--- config.mk ---
export PLATFORM = sky130hd
export DESIGN_NAME = nx_node_seq_flat
export DESIGN_NICKNAME = d
export VERILOG_FILES = /design/src/rtl/nx_node_seq_if.sv /design/src/rtl/nx_node_seq.sv /design/src/flat_wrapper.sv
export SDC_FILE = /design/constraint.sdc
export NUM_CORES = 1
export LEC_CHECK = 0
export CORE_ASPECT_RATIO = 1.75
export CORE_MARGIN = 4
export CORE_UTILIZATION = 50
export DETAILED_ROUTE_END_ITERATION = 6
export HOLD_SLACK_MARGIN = 0.12
export MAX_ROUTING_LAYER = met4
export PLACE_DENSITY_LB_ADDON = 0.15
export SYNTH_ARGS = -nofsm -noshare
export SYNTH_HDL_FRONTEND = slang
export SYNTH_SLANG_ARGS = --single-unit
--- constraint.sdc ---
create_clock -name clk -period 10.2 [get_ports clk]
set_input_delay 2.55 -clock clk [delete_from_list [all_inputs] [get_ports clk]]
set_output_delay 2.55 -clock clk [all_outputs]
set_load 0.01 [all_outputs]
--- src/rtl/nx_node_seq_if.sv ---
// Configuration, trigger and result bundle of one sequenced logic node.
// master drives program/trigger/inputs; slave (the node) returns outputs, busy and done.
interface nx_node_seq_if #(
  parameter int NUM_INPUTS  = 8,
  parameter int NUM_OUTPUTS = 8,
  parameter int IDX_W       = 3,
  parameter int INSTR_DEPTH = 16
);
  localparam int INSTR_W = 6 + 4 * IDX_W;
  localparam int ADDR_W  = (INSTR_DEPTH > 1) ? $clog2(INSTR_DEPTH) : 1;
  localparam int LEN_W   = $clog2(INSTR_DEPTH + 1);

  logic                   cfg_valid;
  logic [ADDR_W-1:0]      cfg_addr;
  logic [INSTR_W-1:0]     cfg_data;
  logic                   cfg_len_valid;
  logic [LEN_W-1:0]       cfg_len;
  logic                   trigger;
  logic [NUM_INPUTS-1:0]  inputs;
  logic [NUM_OUTPUTS-1:0] outputs;
  logic                   busy;
  logic                   done;

  modport master (
    output cfg_valid, cfg_addr, cfg_data, cfg_len_valid, cfg_len, trigger, inputs,
    input  outputs, busy, done
  );

  modport slave (
    input  cfg_valid, cfg_addr, cfg_data, cfg_len_valid, cfg_len, trigger, inputs,
    output outputs, busy, done
  );
endinterface

--- src/rtl/nx_node_seq.sv ---
// Programmable mesh node: runs a stored sequence of 2-input logic instructions per trigger.
// Define NX_NODE_KEEP_REGS_EN to keep working registers across evaluations.
module nx_node_seq #(
  parameter int NUM_INPUTS  = 8,
  parameter int NUM_REGS    = 8,
  parameter int NUM_OUTPUTS = 8,
  parameter int IDX_W       = 3,
  parameter int INSTR_DEPTH = 16
) (
  input logic          clk,
  input logic          rst,
  nx_node_seq_if.slave bus
);
  // Word layout: op, is_input_a, src_a, is_input_b, src_b, target, out_en, out_idx.
  localparam int INSTR_W = 6 + 4 * IDX_W;
  localparam int ADDR_W  = (INSTR_DEPTH > 1) ? $clog2(INSTR_DEPTH) : 1;
  localparam int LEN_W   = $clog2(INSTR_DEPTH + 1);
  localparam int SEL_N   = 2 ** IDX_W;

  typedef enum logic {IDLE, EXEC} state_t;

  state_t                 state;
  logic [INSTR_W-1:0]     store [INSTR_DEPTH];
  logic [LEN_W-1:0]       len;
  logic [ADDR_W-1:0]      pc;
  logic [NUM_INPUTS-1:0]  snapshot;
  logic [NUM_REGS-1:0]    regs;
  logic [NUM_OUTPUTS-1:0] stage;
  logic [NUM_OUTPUTS-1:0] outputs_q;
  logic                   busy_q;
  logic                   done_q;

  logic [INSTR_W-1:0]     instr;
  logic [2:0]             op;
  logic                   is_in_a;
  logic                   is_in_b;
  logic                   out_en;
  logic [IDX_W-1:0]       src_a;
  logic [IDX_W-1:0]       src_b;
  logic [IDX_W-1:0]       target;
  logic [IDX_W-1:0]       out_idx;
  logic [SEL_N-1:0]       in_pad;
  logic [SEL_N-1:0]       reg_pad;
  logic                   opa;
  logic                   opb;
  logic                   result;
  logic [NUM_REGS-1:0]    regs_next;
  logic [NUM_OUTPUTS-1:0] stage_next;
  logic [LEN_W-1:0]       cfg_len_sat;
  logic [LEN_W-1:0]       len_eff;
  logic                   last;

  assign bus.outputs = outputs_q;
  assign bus.busy    = busy_q;
  assign bus.done    = done_q;

  // A length written in the same cycle as an accepted trigger governs that evaluation.
  assign cfg_len_sat = (bus.cfg_len > LEN_W'(INSTR_DEPTH)) ? LEN_W'(INSTR_DEPTH) : bus.cfg_len;
  assign len_eff     = bus.cfg_len_valid ? cfg_len_sat : len;
  assign last        = (LEN_W'(pc) + LEN_W'(1)) == len;

  // Zero-padding the operand sources makes out-of-range indices read 0 for free.
  always_comb begin
    instr   = store[pc];
    op      = instr[2:0];
    is_in_a = instr[3];
    src_a   = instr[4 +: IDX_W];
    is_in_b = instr[4 + IDX_W];
    src_b   = instr[5 + IDX_W +: IDX_W];
    target  = instr[5 + 2 * IDX_W +: IDX_W];
    out_en  = instr[5 + 3 * IDX_W];
    out_idx = instr[6 + 3 * IDX_W +: IDX_W];
    in_pad  = SEL_N'(snapshot);
    reg_pad = SEL_N'(regs);
    opa     = is_in_a ? in_pad[src_a] : reg_pad[src_a];
    opb     = is_in_b ? in_pad[src_b] : reg_pad[src_b];
    result  = 1'b0;
    case (op)
      3'd0:    result = ~opa;
      3'd1:    result = opa & opb;
      3'd2:    result = ~(opa & opb);
      3'd3:    result = opa | opb;
      3'd4:    result = ~(opa | opb);
      3'd5:    result = opa ^ opb;
      3'd6:    result = ~(opa ^ opb);
      default: result = 1'b0;
    endcase
    regs_next = regs;
    for (int i = 0; i < NUM_REGS; i++) begin
      if (target == IDX_W'(i)) regs_next[i] = result;
    end
    stage_next = stage;
    for (int j = 0; j < NUM_OUTPUTS; j++) begin
      if (out_en && (out_idx == IDX_W'(j))) stage_next[j] = result;
    end
  end

  // The instruction store survives reset; it only accepts writes while idle.
  always_ff @(posedge clk) begin
    if (state == IDLE && bus.cfg_valid) store[bus.cfg_addr] <= bus.cfg_data;
  end

  always_ff @(posedge clk) begin
    if (rst) begin
      state     <= IDLE;
      len       <= '0;
      pc        <= '0;
      snapshot  <= '0;
      regs      <= '0;
      stage     <= '0;
      outputs_q <= '0;
      busy_q    <= 1'b0;
      done_q    <= 1'b0;
    end else begin
      done_q <= 1'b0;
      case (state)
        IDLE: begin
          if (bus.cfg_len_valid) len <= cfg_len_sat;
          if (bus.trigger) begin
            if (len_eff != '0) begin
              state    <= EXEC;
              busy_q   <= 1'b1;
              snapshot <= bus.inputs;
              stage    <= outputs_q;
              pc       <= '0;
`ifdef NX_NODE_KEEP_REGS_EN
              regs     <= regs;
`else
              regs     <= '0;
`endif
            end else begin
              done_q <= 1'b1;
            end
          end
        end
        EXEC: begin
          regs  <= regs_next;
          stage <= stage_next;
          pc    <= pc + ADDR_W'(1);
          if (last) begin
            outputs_q <= stage_next;
            done_q    <= 1'b1;
            busy_q    <= 1'b0;
            state     <= IDLE;
          end
        end
        default: state <= IDLE;
      endcase
    end
  end
endmodule

--- src/flat_wrapper.sv ---
// flat-port wrapper written by rule: the top's interface ports become plain ports
module nx_node_seq_flat 
#(
  parameter int NUM_INPUTS  = 8,
  parameter int NUM_REGS    = 8,
  parameter int NUM_OUTPUTS = 8,
  parameter int IDX_W       = 3,
  parameter int INSTR_DEPTH = 16
)
  (clk, rst, bus_cfg_valid, bus_cfg_addr, bus_cfg_data, bus_cfg_len_valid, bus_cfg_len, bus_trigger, bus_inputs, bus_outputs, bus_busy, bus_done);
  nx_node_seq_if #(.NUM_INPUTS(NUM_INPUTS), .NUM_OUTPUTS(NUM_OUTPUTS), .IDX_W(IDX_W), .INSTR_DEPTH(INSTR_DEPTH)) bus_i ();
  input logic clk;
  input logic rst;
  input wire logic [$bits(bus_i.cfg_valid)-1:0] bus_cfg_valid;
  input wire logic [$bits(bus_i.cfg_addr)-1:0] bus_cfg_addr;
  input wire logic [$bits(bus_i.cfg_data)-1:0] bus_cfg_data;
  input wire logic [$bits(bus_i.cfg_len_valid)-1:0] bus_cfg_len_valid;
  input wire logic [$bits(bus_i.cfg_len)-1:0] bus_cfg_len;
  input wire logic [$bits(bus_i.trigger)-1:0] bus_trigger;
  input wire logic [$bits(bus_i.inputs)-1:0] bus_inputs;
  output wire logic [$bits(bus_i.outputs)-1:0] bus_outputs;
  output wire logic [$bits(bus_i.busy)-1:0] bus_busy;
  output wire logic [$bits(bus_i.done)-1:0] bus_done;
  assign bus_i.cfg_valid = bus_cfg_valid;
  assign bus_i.cfg_addr = bus_cfg_addr;
  assign bus_i.cfg_data = bus_cfg_data;
  assign bus_i.cfg_len_valid = bus_cfg_len_valid;
  assign bus_i.cfg_len = bus_cfg_len;
  assign bus_i.trigger = bus_trigger;
  assign bus_i.inputs = bus_inputs;
  assign bus_outputs = bus_i.outputs;
  assign bus_busy = bus_i.busy;
  assign bus_done = bus_i.done;
  nx_node_seq #(.NUM_INPUTS(NUM_INPUTS), .NUM_REGS(NUM_REGS), .NUM_OUTPUTS(NUM_OUTPUTS), .IDX_W(IDX_W), .INSTR_DEPTH(INSTR_DEPTH)) u_core (.clk(clk), .rst(rst), .bus(bus_i));
endmodule
**Yosys cells after proc, flatten, opt, wreduce, memory -nomap -nowiden**

Memories as Yosys holds them, arrays and structs flattened. A register that Yosys moved wholly into a read port is not among the register bits.
Cells that the tools add are included.

- Memories: 1
- Register bits: 44
- Latch bits: 0
- Input bits: 40
- Memory bits (read-only): 0
- RAM bits: 288

Memory list:

| name | depth | bits a word | read ports | clocked after memory_dff | write ports | line | RTL |
|---|---|---|---|---|---|---|---|
| u_core.store | 16 | 18 | 1 | 1 | 1 | nx_node_seq.sv:23 | `logic [INSTR_W-1:0] store [INSTR_DEPTH];` |

- $add $sub $neg: 2
- Shift operators: 0
- Multiplexer cells: 54
- Div/mod/pow operators: 0
- Bitwise operators: 8
- Order comparisons: 3
- Reduce and logical (&&, ||, !) cells: 25
- Equality and inequality tests: 32
- Multiply operators: 0

Operators with widths:

| cell | count |
|---|---|
| == test 3 bit (second input constant) | 11 |
| 2-to-1 mux 1 bit | 33 |
| 2-to-1 mux 8 bit | 4 |
| case mux 8 bit (2 select lines) | 2 |
| AND reduction 3 bit | 10 |
| inequality test 2 bit (second input constant) | 11 |
| == test 3 x 2 -> 1 bit (second input constant) | 6 |
| 2-to-1 mux 4 bit | 4 |
| binary-select mux 1 bit (select 3 bit) | 4 |
| 2-to-1 mux 5 bit | 2 |
| == test 3 x 1 -> 1 bit (second input constant) | 3 |
| logical AND 1 bit | 9 |
| logical NOT 3 bit | 3 |
| less-than comparator 3 x 4 -> 1 bit (second input constant) | 2 |
| case mux 4 bit (2 select lines) | 1 |
| case mux 1 bit (7 select lines) | 1 |
| case mux 1 bit (2 select lines) | 3 |
| adder 4 x 1 -> 5 bit (second input constant) | 1 |
| == test 5 bit | 1 |
| > comparator 5 bit (second input constant) | 1 |
| inverter 1 bit | 5 |
| nonzero test 5 bit | 1 |
| adder 4 x 1 -> 4 bit (second input constant) | 1 |
| AND reduction 2 bit | 2 |
| 3 further kinds | 3 |

**Logic depth before layout (Yosys ltp)**

Gate-level depths: netlist (run 1).

- Word-level depth: 9
- Depth in mapped cells: 20
- Depth with buffers taken out: 14

**Worst setup path after synthesis (run 1)**

No wires, ideal clock.

- Path kind: input -> register
- Start point: input bus_cfg_valid
- End point: memory u_core.store[0][0] (netlist name), enable pin
- Stages on the path: 3
- Data required time: 9.784 ns
- Library setup time: 0.416 ns
- Arrival time: 4.255 ns
- Path slack: 5.529 ns
- Path through: nand2b_1 > or3_1 > nor3_1

- Longest elaborated chain between the ends: 3

RTL lines:

| item | line | RTL |
|---|---|---|
| start: declaration | flat_wrapper.sv:14 | `input wire logic [$bits(bus_i.cfg_valid)-1:0] bus_cfg_valid;` |
| logical AND 1 bit | nx_node_seq.sv:100 | `if (state == IDLE && bus.cfg_valid) store[bus.cfg_addr] <= bus.cfg_data;` |
| 2-to-1 mux 1 bit | nx_node_seq.sv:100 |  |
| 2-to-1 mux 1 bit (not written as such) | nx_node_seq.sv:100 |  |
| end: declaration | nx_node_seq.sv:23 |  |

Every way passes these cells.

==> flow_metrics.tcl, run 1 <==
set metrics [dict create \
    outcome "completed" \
    syn_nets 906 \
    cts_tree "yes" \
    synthDistinctLibCells 57 \
    synth_top_flop_cell "edfxtp_1" \
    vdd_ir_drop_max_mv 0.122 \
    cp_cell_sequence "buf_4, mux4_2, mux4_2, a21boi_0, nand4_1, nand4_1, a21oi_4, inv_1, ha_1, a221oi_1, nor3_1, a211oi_2, buf_4, nand3_1, o211ai_2" \
    p_leak_nw 5.01 \
    post-route-period-util_pct 55.5 \
    wl_met2_mm 18.3 \
    wl_per_cell_um 24.9 \
    rsz0062_at_grt "no" \
    arrival_ns 6.14 \
    cts_resized 0 \
    hp-class "reg -> reg" \
    yosys_warnings 0 \
    antenna_cells 0 \
    finalSetupViolCount 0 \
    async_flop_share_pct 0 \
    fin_skew_ns 0.00862 \
    met1_length_mm 11.6 \
    final_area_sq_um 16200 \
    p_sw_w 0.000633 \
    htree_levels 1 \
    crit_fanout 42 \
    crit_path_end_kind "flop" \
    top_layer_used "met4" \
    worst_slew_pin_slew_ns 1.17 \
    antenna_found_initial 0 \
    routed_wl_mm 32.6 \
    maxCapViolations 0 \
    cts_made_buffers 29 \
    crit_buf_inv 3 \
    cts_buffer_depth 3 \
    synth_seq_cells 336 \
    final_cell_count_no_fill 1306 \
    std_cell_rows 81 \
    synth.avg_cell_area_sq_um 16.7 \
    yosysSeqAreaShare_pct 66.8 \
    drtPass1Iterations 5 \
    routabilityCongestion 0.820 \
    syn-instance-count 863 \
    postCtsSetupRepairBufs 0 \
    place_area_sq_um 15300 \
    clock_latency_ns 0.55 \
    post_synth_instance_area_sq_um 14400 \
    die-area_sq_um 31700 \
    whs_ns 0.488 \
    start_util_pct 51.1 \
    maxSlewHeadroom_pct 21.4 \
    cts-root-buf "clkbuf_16" \
    grt_max_degree 43 \
    grt_overflow_total 0 \
    fp.dieW_um 136 \
    cts_sinks 336 \
    drt-initial-drc-count 637 \
    drive_gt1_share_pct 22.8 \
    crit_required_ns 10.68 \
    slowest_delay_ns 0.81 \
    hold_violations 0 \
    area_growth_pct 12.5 \
    met3WireLength_mm 1.64 \
    io_pins 50 \
    dp.cells 1253 \
    cts.hold.buffers_added 0 \
    max_freq_mhz 177 \
    core_sq_um 28200 \
    route.antenna.remaining_nets 0 \
    nNetsFinal 954 \
    seq_power_share_pct 54.9 \
    portBuffers 49 \
    pwr-share-comb_pct 8.2 \
    drc 0 \
    vias_per_cell 6.15 \
    grtUsageTotal_pct 21.7 \
    powerDensity_nw_per_um2 173 \
    layout_min_cycle_time_ns 5.66 \
    hpwl_mm 19.5 \
    grt_pass1_wl_mm 49.6 \
    vias 8033 \
    first_global_vias 8223 \
    critPathLaunchType "flop" \
    die_h_um 232 \
    path_class "reg -> reg" \
    synth_edf_count 288 \
    power.internal_w 0.00216 \
    cp_top_family "compound AO/OA/AOI/OAI gates" \
    clock_power_share_pct 37.0 \
    clk_pin_slew_ns 0.07 \
    slowest_stage "a21oi_4" \
    swShare_pct 22.7 \
    tns_ns 0 \
    drv_slew 0 \
]
-- flip-flops by register name, summed over array words and instances, names as in the netlist, named ones only --
signal              count
u_core.bus.busy         1
u_core.bus.done         1
u_core.bus.outputs      8
u_core.in_pad           8
u_core.len              5
u_core.pc               4
u_core.reg_pad          8
u_core.stage            8
u_core.state            1
u_core.store          288
-- metrics by stage --
| step | total power (W) | utilization [%] | worst slack (ns) |
|---|---|---|---|
| after floorplan | 0.00171 | - | 5.53 |
| after global placement | 0.00178 | 54.3 | 4.61 |
| after detailed placement | 0.00179 | 54.3 | 4.48 |
| after CTS | 0.00282 | 57.4 | 4.45 |
| after global routing | 0.00289 | 57.4 | 4.04 |
| final | 0.00279 | 57.4 | 4.54 |
-- Yosys cell counts, drive strengths merged, types with 3 or more instances --
master | count | share of area, %
o21ai | 6 | 0.21
mux2i | 19 | 1.3
nor3 | 10 | 0.35
edfxtp | 288 | 60
mux4 | 83 | 13
and2 | 5 | 0.22
nand4 | 17 | 0.74
nor2b | 19 | 0.83
nand2 | 68 | 1.8
nand3b | 9 | 0.47
inv | 10 | 0.26
a21oi | 21 | 0.83
mux2 | 31 | 2.4
a211oi | 9 | 0.50
and4bb | 3 | 0.26
nor3b | 4 | 0.21
dfxtp | 48 | 6.7
clkbuf | 19 | 0.50
ha | 3 | 0.26
nand3 | 25 | 0.87
a22oi | 3 | 0.16
buf | 27 | 1.4
nor2 | 45 | 1.2
o211ai | 47 | 3.1
nand4b | 4 | 0.24
nand2b | 14 | 0.61
-- layer usage --
layer	vias up	global-route usage, %
met5	-	-
met1	4115	24.8
met2	290	39.8
met4	0	6.43
li1	3561	-
met3	67	2.38
-- power groups by stage --
stage | combinational, W | sequential (W) | clock (W)
3_3_place_gp | 0.000218 | 0.00156 | 0
4_1_cts | 0.000229 | 0.00153 | 0.00106
3_5_place_dp | 0.000228 | 0.00156 | 0
2_1_floorplan | 0.000164 | 0.00155 | 0
6_report | 0.000228 | 0.00153 | 0.00103
5_1_grt | 0.000247 | 0.00153 | 0.00111
-- cells in the final DEF, fill, tap and decap left out, types with 25 or more instances in the layout --
cell             instances
nor2_1                  33
dfxtp_1                 46
o211ai_1                29
nand3_1                 25
clkbuf_16               29
nand2_1                 68
mux2_2                  29
mux4_2                  83
edfxtp_1               288
clkdlybuf4s50_1         49
-- worst min-delay path, cell delays in order, from the launching register on --
cell	delay, ns
dfxtp_1	0.33
nand2_1	0.06
a21oi_1	0.05
-- logic make-up after synthesis --
logic type / share of synthesized area (%)
adder cells (fa/ha/maj): 0.261
multiplexers: 16.7
buffers and inverters: 2.13
AO/OA/AOI/OAI: 5.53
XOR/XNOR: 0.244
flip-flops: 66.8
AND/OR/NAND/NOR: 8.30
-- path summary, 6_finish.rpt --
kind                           end  cells past startpoint           from  slack (ns)
max          u_core.bus.outputs[7]                     15           flop        4.54
max reg2reg  u_core.bus.outputs[7]                     15           flop        4.54
min reg2reg          u_core.len[3]                      2  u_core.len[3]        0.49
min                  u_core.len[3]                      2  u_core.len[3]        0.49
-- area by class of cell --
| class | count | area [sq um] |
|---|---|---|
| clock buffer | 33 | 741 |
| inverter | 10 | 37.5 |
| sequential | 336 | 9610 |
| fill | 2225 | 12000 |
| tap | 373 | 467 |
| clock inverter | 20 | 138 |
| multi-input combinational | 471 | 4590 |
| timing repair buffer | 63 | 596 |
Note: power is estimated with default switching activity, not from simulation.
==> inputs of run 2 (changes only) <==
==> constraint.sdc (replaced) <==
create_clock -name clk -period 5.48 [get_ports clk]
set_input_delay 1.37 -clock clk [delete_from_list [all_inputs] [get_ports clk]]
set_output_delay 1.37 -clock clk [all_outputs]
set_load 0.01 [all_outputs]
==> flow_metrics.tcl, run 2 (synthesized netlist as in run 1, its figures left out) <==
set metrics [dict create \
    outcome "completed" \
    routabilityCongestion 0.828 \
    drc 0 \
    grtUsageTotal_pct 21.9 \
    htree_levels 1 \
    hold_violations 0 \
    tns_ns 0 \
    core_sq_um 28200 \
    layout_commonest_cell "edfxtp_1" \
    drv_slew 0 \
    multi_input_area_sq_um 4580 \
    place_area_sq_um 15400 \
    fill_cells 2197 \
    fp.dieW_um 136 \
    regMostFlops "u_core.store" \
    crit_required_ns 5.96 \
    first_global_vias 8441 \
    drt-initial-drc-count 524 \
    crit_buf_inv 2 \
    portBuffers 49 \
    crit_fanout 24 \
    worst_slew_pin_slew_ns 1.09 \
    vias 8102 \
    hpwl_mm 20.3 \
    critPathLaunchType "flop" \
    cts.hold.buffers_added 0 \
    path_class "reg -> reg" \
    die_h_um 232 \
    slowest_stage "dfxtp_4" \
    arrival_ns 4.94 \
    vdd_ir_drop_max_mv 0.226 \
    std_cell_rows 81 \
    grt_pass1_wl_mm 50.5 \
    rsz0062_at_grt "no" \
    io_pins 50 \
    routed_wl_mm 32.9 \
    fin_skew_ns 0.0141 \
    slowest_delay_ns 0.66 \
    top_layer_used "met4" \
    die-area_sq_um 31700 \
    drtPass1Iterations 5 \
    final_area_sq_um 16300 \
    antenna_found_initial 1 \
    vias_per_cell 6.17 \
    grt_max_degree 37 \
    wl_met2_mm 18.1 \
    met1_length_mm 12.3 \
    cts_resized 0 \
    postCtsSetupRepairBufs 0 \
    route.antenna.remaining_nets 0 \
    cp_cell_sequence "buf_4, mux4_2, mux4_2, a211oi_1, a21oi_1, a21oi_1, mux2_2, ha_1, inv_1, nand2_1, nand3_1, nor2b_1, nand2_1, o211ai_2" \
    cts_made_buffers 29 \
    layout_min_cycle_time_ns 4.47 \
    holdCritStartpoint "u_core.len[0]" \
    largest_reg_flops 288 \
    max_freq_mhz 224 \
    nNetsFinal 962 \
    wl_per_cell_um 25.0 \
    clock_latency_ns 0.55 \
    crit_path_end_kind "flop" \
    final_cell_mix "edfxtp_1 (288), mux4_2 (83), nand2_1 (68), clkdlybuf4s50_1 (49), dfxtp_1 (46)" \
    drive_gt1_share_pct 23.9 \
    finalSetupViolCount 0 \
    met3WireLength_mm 1.63 \
    area_growth_pct 13.5 \
    p_leak_nw 5.10 \
    cts-root-buf "clkbuf_16" \
    maxCapViolations 0 \
    powerDensity_nw_per_um2 330 \
    final-seq-area_sq_um 9610 \
    cts_tree "yes" \
    start_util_pct 51.1 \
    maxSlewHeadroom_pct 26.9 \
    grt_overflow_total 0 \
    hp-class "reg -> reg" \
    cts_sinks 336 \
    cts_buffer_depth 3 \
    post-route-period-util_pct 81.5 \
    clk_pin_slew_ns 0.07 \
    cp_top_family "multiplexers" \
]
## run 2: changes by cell type in the layout (fill, tap and decap cells not counted)
| cell | delta |
|---|---|
| inv_6 | -3 |
| nor2_2 | +1 |
| nor2_4 | -1 |
| clkbuf_1 | -1 |
| clkinvlp_4 | +1 |
| diode_2 | +1 |
| clkinv_2 | +1 |
| buf_4 | +8 |
| bufinv_16 | +4 |
| clkinv_4 | +1 |
| clkinv_1 | -4 |
## run 2: metal layers
| metal | vias to the layer above | GRT usage, % |
|---|---|---|
| met5 | - | - |
| met4 | 0 | 6.34 |
| met3 | 65 | 2.29 |
| met2 | 275 | 39.0 |
| met1 | 4190 | 26.5 |
| li1 | 3572 | - |
## run 2: cell type report
cell class | instances | area share [%]
Tap cell | 373 | 2.86
Timing Repair Buffer | 71 | 4.01
Multi-Input combinational cell | 471 | 28.1
Sequential cell | 336 | 58.9
Inverter | 10 | 0.230
Antenna cell | 1 | 0.0153
Clock buffer | 32 | 4.51
Clock inverter | 20 | 1.46
## run 2: through the flow
stage          total power [W]  instances  worst slack [ns]  utilization (%)  hold WS [ns]
2_1_floorplan          0.00319        863              1.41                -         0.451
6_report               0.00539       1314              1.01             58.0         0.494
4_1_cts                0.00544       1313             0.994             58.0         0.493
3_3_place_gp           0.00332       1261              1.26             54.5         0.477
5_1_grt                0.00557       1314             0.461             58.0         0.533
3_5_place_dp           0.00334       1261              1.03             54.5         0.479
## run 2: final timing paths
| kind | end | slack (ns) | depth (start not counted) |
|---|---|---|---|
| max | u_core.reg_pad[3] | 1.01 | 14 |
| min | u_core.len[0] | 0.49 | 2 |
| max reg2reg | u_core.reg_pad[3] | 1.01 | 14 |
| min reg2reg | u_core.len[0] | 0.49 | 2 |
## run 2: tightest hold or removal path, stage by stage (launching register included)
cell	delay [ns]
dfxtp_1	0.33
nand2_1	0.06
a21oi_1	0.05
## run 2: where the power goes
part,total [W],leakage (nW),internal (W),switching [W]
clock network,0.00211,0.475,0.00121,0.000904
registers,0.00285,2.99,0.00282,0.0000327
logic,0.000434,1.63,0.000184,0.000250
